**config.mk**
```make
export PLATFORM = sky130hd
export DESIGN_NAME = clk_div_prog_flat
export DESIGN_NICKNAME = d
export VERILOG_FILES = /design/src/rtl/clk_div_prog_if.sv /design/src/rtl/clk_div_prog.sv /design/src/flat_wrapper.sv
export SDC_FILE = /design/constraint.sdc
export NUM_CORES = 1
export LEC_CHECK = 0
export ABC_AREA = 1
export BUFFER_PORTS_ARGS = -buffer_cell sky130_fd_sc_hd__buf_2
export CORE_ASPECT_RATIO = 1.1
export CORE_MARGIN = 5
export CORE_UTILIZATION = 40
export DETAILED_ROUTE_END_ITERATION = 6
export SETUP_SLACK_MARGIN = 0.05
export SLEW_MARGIN = 5
export SYNTH_ARGS = -nofsm -noshare
export SYNTH_HDL_FRONTEND = slang
export SYNTH_SLANG_ARGS = --single-unit
```
**constraint.sdc**
```tcl
create_clock -name CLK -period 4.46 [get_ports CLK]
set_input_delay 0.446 -clock CLK [delete_from_list [all_inputs] [get_ports CLK]]
set_output_delay 0.446 -clock CLK [all_outputs]
set_load 0.01 [all_outputs]
```
**src/rtl/clk_div_prog_if.sv**
```systemverilog
// Control and status bundle for clk_div_prog: enable, phase restart and divisor
// load go in; divided clock, strobes and divisor status come out.
interface clk_div_prog_if #(
  parameter int CNT_WIDTH = 24
);
  logic                 EN;
  logic                 SYNC_CLR;
  logic [CNT_WIDTH-1:0] DIV_IN;
  logic                 DIV_LOAD;
  logic                 CLKOUT;
  logic                 TICK;
  logic                 PERIOD_TICK;
  logic                 LOAD_PEND;
  logic [CNT_WIDTH-1:0] DIV_ACTIVE;

  modport master (
    output EN, SYNC_CLR, DIV_IN, DIV_LOAD,
    input  CLKOUT, TICK, PERIOD_TICK, LOAD_PEND, DIV_ACTIVE
  );

  modport slave (
    input  EN, SYNC_CLR, DIV_IN, DIV_LOAD,
    output CLKOUT, TICK, PERIOD_TICK, LOAD_PEND, DIV_ACTIVE
  );
endinterface

```
**src/rtl/clk_div_prog.sv**
```systemverilog
// Runtime-programmable divider: CLKOUT period 2*(H+1) CLK cycles, TICK on each edge,
// PERIOD_TICK on rises; all outputs registered, first edge H+1 cycles after enable.
module clk_div_prog #(
  parameter int                   CNT_WIDTH   = 24,
  parameter logic [CNT_WIDTH-1:0] DEFAULT_DIV = 24'd1199999
) (
  input  logic           CLK,
  input  logic           RST,
  clk_div_prog_if.slave  bus
);

  logic [CNT_WIDTH-1:0] cnt_q, cnt_d;
  logic [CNT_WIDTH-1:0] div_pend_q, div_pend_d;
  logic [CNT_WIDTH-1:0] div_active_q, div_active_d;
  logic                 clkout_q, clkout_d;
  logic                 tick_q, tick_d;
  logic                 ptick_q, ptick_d;
  logic                 load_pend_q, load_pend_d;
  logic                 term;
  logic                 apply;

  // >= rather than == so a shrinking divisor ends the current half period at once
  assign term = bus.EN && (cnt_q >= div_active_q);

  always_comb begin
    cnt_d        = cnt_q;
    clkout_d     = clkout_q;
    tick_d       = 1'b0;
    ptick_d      = 1'b0;
    div_pend_d   = div_pend_q;
    div_active_d = div_active_q;
    load_pend_d  = load_pend_q;
    apply        = 1'b0;

    if (bus.SYNC_CLR) begin
      cnt_d    = '0;
      clkout_d = 1'b0;
      apply    = 1'b1;
    end else if (bus.EN) begin
      if (term) begin
        cnt_d    = '0;
        clkout_d = ~clkout_q;
        tick_d   = 1'b1;
        ptick_d  = ~clkout_q;
        apply    = 1'b1;
      end else begin
        cnt_d = cnt_q + 1'b1;
      end
    end else begin
      apply = 1'b1;
    end

    if (apply && load_pend_q) begin
      div_active_d = div_pend_q;
      load_pend_d  = 1'b0;
    end

    // A fresh load always wins over the clear from applying the previous value
    if (bus.DIV_LOAD) begin
      div_pend_d  = bus.DIV_IN;
      load_pend_d = 1'b1;
    end
  end

  always_ff @(posedge CLK) begin
    if (RST) begin
      cnt_q        <= '0;
      clkout_q     <= 1'b0;
      tick_q       <= 1'b0;
      ptick_q      <= 1'b0;
      load_pend_q  <= 1'b0;
      div_active_q <= DEFAULT_DIV;
      div_pend_q   <= DEFAULT_DIV;
    end else begin
      cnt_q        <= cnt_d;
      clkout_q     <= clkout_d;
      tick_q       <= tick_d;
      ptick_q      <= ptick_d;
      load_pend_q  <= load_pend_d;
      div_active_q <= div_active_d;
      div_pend_q   <= div_pend_d;
    end
  end

  assign bus.CLKOUT      = clkout_q;
  assign bus.TICK        = tick_q;
  assign bus.PERIOD_TICK = ptick_q;
  assign bus.LOAD_PEND   = load_pend_q;
  assign bus.DIV_ACTIVE  = div_active_q;

endmodule

```
**src/flat_wrapper.sv**
```systemverilog
// flat-port wrapper written by rule: the top's interface ports become plain ports
module clk_div_prog_flat 
#(
  parameter int                   CNT_WIDTH   = 24,
  parameter logic [CNT_WIDTH-1:0] DEFAULT_DIV = 24'd1199999
)
  (CLK, RST, bus_EN, bus_SYNC_CLR, bus_DIV_IN, bus_DIV_LOAD, bus_CLKOUT, bus_TICK, bus_PERIOD_TICK, bus_LOAD_PEND, bus_DIV_ACTIVE);
  clk_div_prog_if #(.CNT_WIDTH(CNT_WIDTH)) bus_i ();
  input  logic CLK;
  input  logic RST;
  input wire logic [$bits(bus_i.EN)-1:0] bus_EN;
  input wire logic [$bits(bus_i.SYNC_CLR)-1:0] bus_SYNC_CLR;
  input wire logic [$bits(bus_i.DIV_IN)-1:0] bus_DIV_IN;
  input wire logic [$bits(bus_i.DIV_LOAD)-1:0] bus_DIV_LOAD;
  output wire logic [$bits(bus_i.CLKOUT)-1:0] bus_CLKOUT;
  output wire logic [$bits(bus_i.TICK)-1:0] bus_TICK;
  output wire logic [$bits(bus_i.PERIOD_TICK)-1:0] bus_PERIOD_TICK;
  output wire logic [$bits(bus_i.LOAD_PEND)-1:0] bus_LOAD_PEND;
  output wire logic [$bits(bus_i.DIV_ACTIVE)-1:0] bus_DIV_ACTIVE;
  assign bus_i.EN = bus_EN;
  assign bus_i.SYNC_CLR = bus_SYNC_CLR;
  assign bus_i.DIV_IN = bus_DIV_IN;
  assign bus_i.DIV_LOAD = bus_DIV_LOAD;
  assign bus_CLKOUT = bus_i.CLKOUT;
  assign bus_TICK = bus_i.TICK;
  assign bus_PERIOD_TICK = bus_i.PERIOD_TICK;
  assign bus_LOAD_PEND = bus_i.LOAD_PEND;
  assign bus_DIV_ACTIVE = bus_i.DIV_ACTIVE;
  clk_div_prog #(.CNT_WIDTH(CNT_WIDTH), .DEFAULT_DIV(DEFAULT_DIV)) u_core (.CLK(CLK), .RST(RST), .bus(bus_i));
endmodule
```
==> out/results.txt <==
CP required -> 4.68 ns
Iter 0 DRT Violations -> 116
Worst vdd ir -> 0.000171 V
Root buf cell -> clkbuf_8
Status -> finished, final reports clean
Cell mode on critical path -> nand2_1
Fraction of layout cells with a size suffix above 1 -> 0.157
Flop pwr share -> 0.528
Clock Pin Slew Worst Setup and Hold Paths -> 0.09 ns
Power Dens Cells -> 323 mW/mm^2
Final setup skew -> 0.0129 ns
Critical-path cell list -> ha_1 -> nand2_1 -> nor2_1 -> nand4_1 -> nor2_1 -> nand2_1 -> nand4_2 -> buf_4 -> nand2_1 -> nand2_1 -> nand3_1
Min-Delay Path Class -> input pin to register
Htree depth -> 3
Data arrival time of the worst path -> 2.72 ns
CP Class -> register to register
Gp weighted congestion -> 0.876
Ys Warns -> 0
Achievable Freq -> 401 MHz
Most frequent cells in the layout -> nand2_1 (116), dfxtp_1 (76), inv_1 (68), nand3_1 (62), buf_2 (56)
Overall Global Routing Usage -> 0.155
Synth area leader -> dfxtp_1
Initial antenna violation count -> 0
Worst r2r src -> u_core.cnt_q[11]$_SDFFE_PP0P_
Final Setup Violations -> 0
Slowest CP cell -> nand2_1
Number of iterations in the first detailed-routing pass -> 4
Crit. End Element -> register
Fill cell count -> 961
Clock sinks -> 76
Sequential fraction of the synthesis area -> 0.407
Worst-skew pair later-pin latency -> 0.36 ns
Synthesized Nets -> 567
Die area -> 0.0114 sq mm
Total Wirelength -> 8.55 mm
Dpl hpwl -> 6.37 mm
Setup crit start -> u_core.cnt_q[11]$_SDFFE_PP0P_
Die Height -> 111 microns
Synthesis-stage register bit count -> 76
Reg-to-Reg End -> u_core.bus.DIV_ACTIVE[3]$_SDFFE_PP1P_
ANT cells -> 0
RSZ-0062 raised after global routing -> false
Postcts setup bufs -> 0
Final worst-path setup slack -> 1.97 ns
Register area -> 0.00152 sq mm
Setup WS pre-CTS -> 1.98 ns
Final global-route overflow total -> 0
Maximum number of buffers from clock root to sink -> 2
WL per Instance -> 12.5 microns
Num rows -> 37
Via count -> 3,286
Hold Vio Cnt, Final -> 0
Core area -> 0.00926 sq mm
Antenna-violating nets left -> 0
Cell family with most CP delay -> simple AND/OR/NAND/NOR gates
Largest cells by area after synthesis -> dfxtp_1 (41%), nand2_1 (12%), ha_1 (8.4%)
Sw Ratio -> 0.292
Largest net degree at the start of global routing -> 43
Gate Count Post-Synth -> 513
Worst-Margin Slew -> 0.841 ns
Internal power -> 0.000980 W
Num CTS Buffers -> 9
Commonest non-fill, non-tap cell in the layout -> nand2_1
Post-Synthesis Mean Instance Area -> 7.29 sq um
Nets -> 617
CP max FO -> 35
Logic pwr share -> 0.102
First-pass GRT wire length -> 14.2 mm
Area of the multi-input gates -> 0.00186 sq mm
Critical path depth -> 11
Critical path buffers and inverters -> 1
Critical Path Source Type -> register
PostCTS Resize Cnt -> 0
Cell Area, Synth -> 0.00374 sq mm
Min cycle time layout -> 2.49 ns
Max-cap violations -> 0
Die width -> 102 microns
Synth cell types -> 38
Psw -> 0.000404 W
IO Pins -> 57
Lkg Pwr -> 2.14 nW
CTS tree -> built
Worst Setup EP -> u_core.bus.DIV_ACTIVE[3]$_SDFFE_PP1P_
R2r setup slk -> 1.97 ns
# DRC -> 0
Worst path max stage delay -> 0.40 ns
Reg2Reg Depth -> 11
Number of global-route vias before repair -> 3,047
Avg Vias per Cell -> 4.80
Final period util -> 0.559
Area Growth Syn to Fin -> 14.6%
Initial core utilization -> 0.404
Buffers on Ports -> 56
Max-slew headroom -> 0.436
Final Core Density -> 0.463
Clk network pwr share -> 0.370
Synth top area share -> 0.407
Cts-stage hold buffer count -> 0
Final setup TNS -> 0 ns
Total Power -> 0.00138 W
Pins Over Slew Limit -> 0
## worst min path at each step
stage                                       start                                 end  slack (ns)  cells past startpoint
4_1_cts                                       RST   u_core.bus.LOAD_PEND$_SDFFE_PP0P_        0.28                      2
2_1_floorplan  u_core.div_pend_q[10]$_SDFFE_PP1P_  u_core.div_pend_q[10]$_SDFFE_PP1P_        0.43                      2
5_1_grt                                       RST   u_core.bus.LOAD_PEND$_SDFFE_PP0P_        0.28                      2
3_3_place_gp    u_core.div_pend_q[0]$_SDFFE_PP1P_   u_core.div_pend_q[0]$_SDFFE_PP1P_        0.44                      2
6_report                                      RST   u_core.bus.LOAD_PEND$_SDFFE_PP0P_        0.28                      2
3_5_place_dp   u_core.div_pend_q[11]$_SDFFE_PP1P_  u_core.div_pend_q[11]$_SDFFE_PP1P_        0.45                      2
## cell type report
type	instances	share of cell area
Clock buffer	9	0.0289
Tap cell	117	0.0342
Sequential cell	76	0.355
Multi-Input combinational cell	347	0.435
Inverter	70	0.0619
Clock inverter	7	0.0146
Timing Repair Buffer	59	0.0706
## synthesized netlist by cell type, drive strengths merged
cell	instances
nand2	118
dfxtp	76
inv	69
nand3	63
nor2	54
a21oi	32
ha	25
o21ai	14
clkbuf	13
nand4	10
buf	7
nor3	7
nor3b	6
xor2	6
a21o	2
o21bai	2
xnor2	2
a21boi	1
a22o	1
a31oi	1
and2	1
clkinv	1
nor4	1
o22ai	1
## state kept, by name (all words and copies together) (netlist names)
name	count
u_core.div_pend_q	24
u_core.bus.CLKOUT	1
u_core.bus.TICK	1
u_core.cnt_q	24
u_core.bus.LOAD_PEND	1
u_core.bus.PERIOD_TICK	1
u_core.bus.DIV_ACTIVE	24
## per-stage QoR
stage | cell area (sq um) | hold slack [ns] | instances
2_1_floorplan | 3740 | 0.430 | 513
3_3_place_gp | 4100 | 0.440 | 669
3_5_place_dp | 4100 | 0.445 | 669
4_1_cts | 4290 | 0.276 | 685
5_1_grt | 4290 | 0.282 | 685
6_report | 4290 | 0.284 | 685
## cells by family (layout without fill, tap and decap cells)
group,after synthesis,in the layout,share of synthesized area
flops,76,76,0.407
buf+inv,90,145,0.0947
compound gates,54,54,0.0803
simple gates,260,260,0.316
xor+xnor,8,8,0.0187
fa+ha+maj,25,25,0.0836
## power by group through the flow
stage               Sequential (W)  Combinational [W]  Clock [W]
finish                    0.000731           0.000141   0.000512
global route              0.000737           0.000163   0.000547
CTS                       0.000732           0.000143   0.000522
detailed placement        0.000747           0.000142          0
global placement          0.000747           0.000141          0
floorplan                 0.000747          0.0000910          0
## metal layers
layer	vias up	track usage	wire (microns)
met4	0	0.0639	231
met3	16	0.0320	365
li1	1747	-	-
met2	67	0.226	3690
met1	1456	0.220	4260
met5	-	0	0
Power figures use the tool's default switching activity.
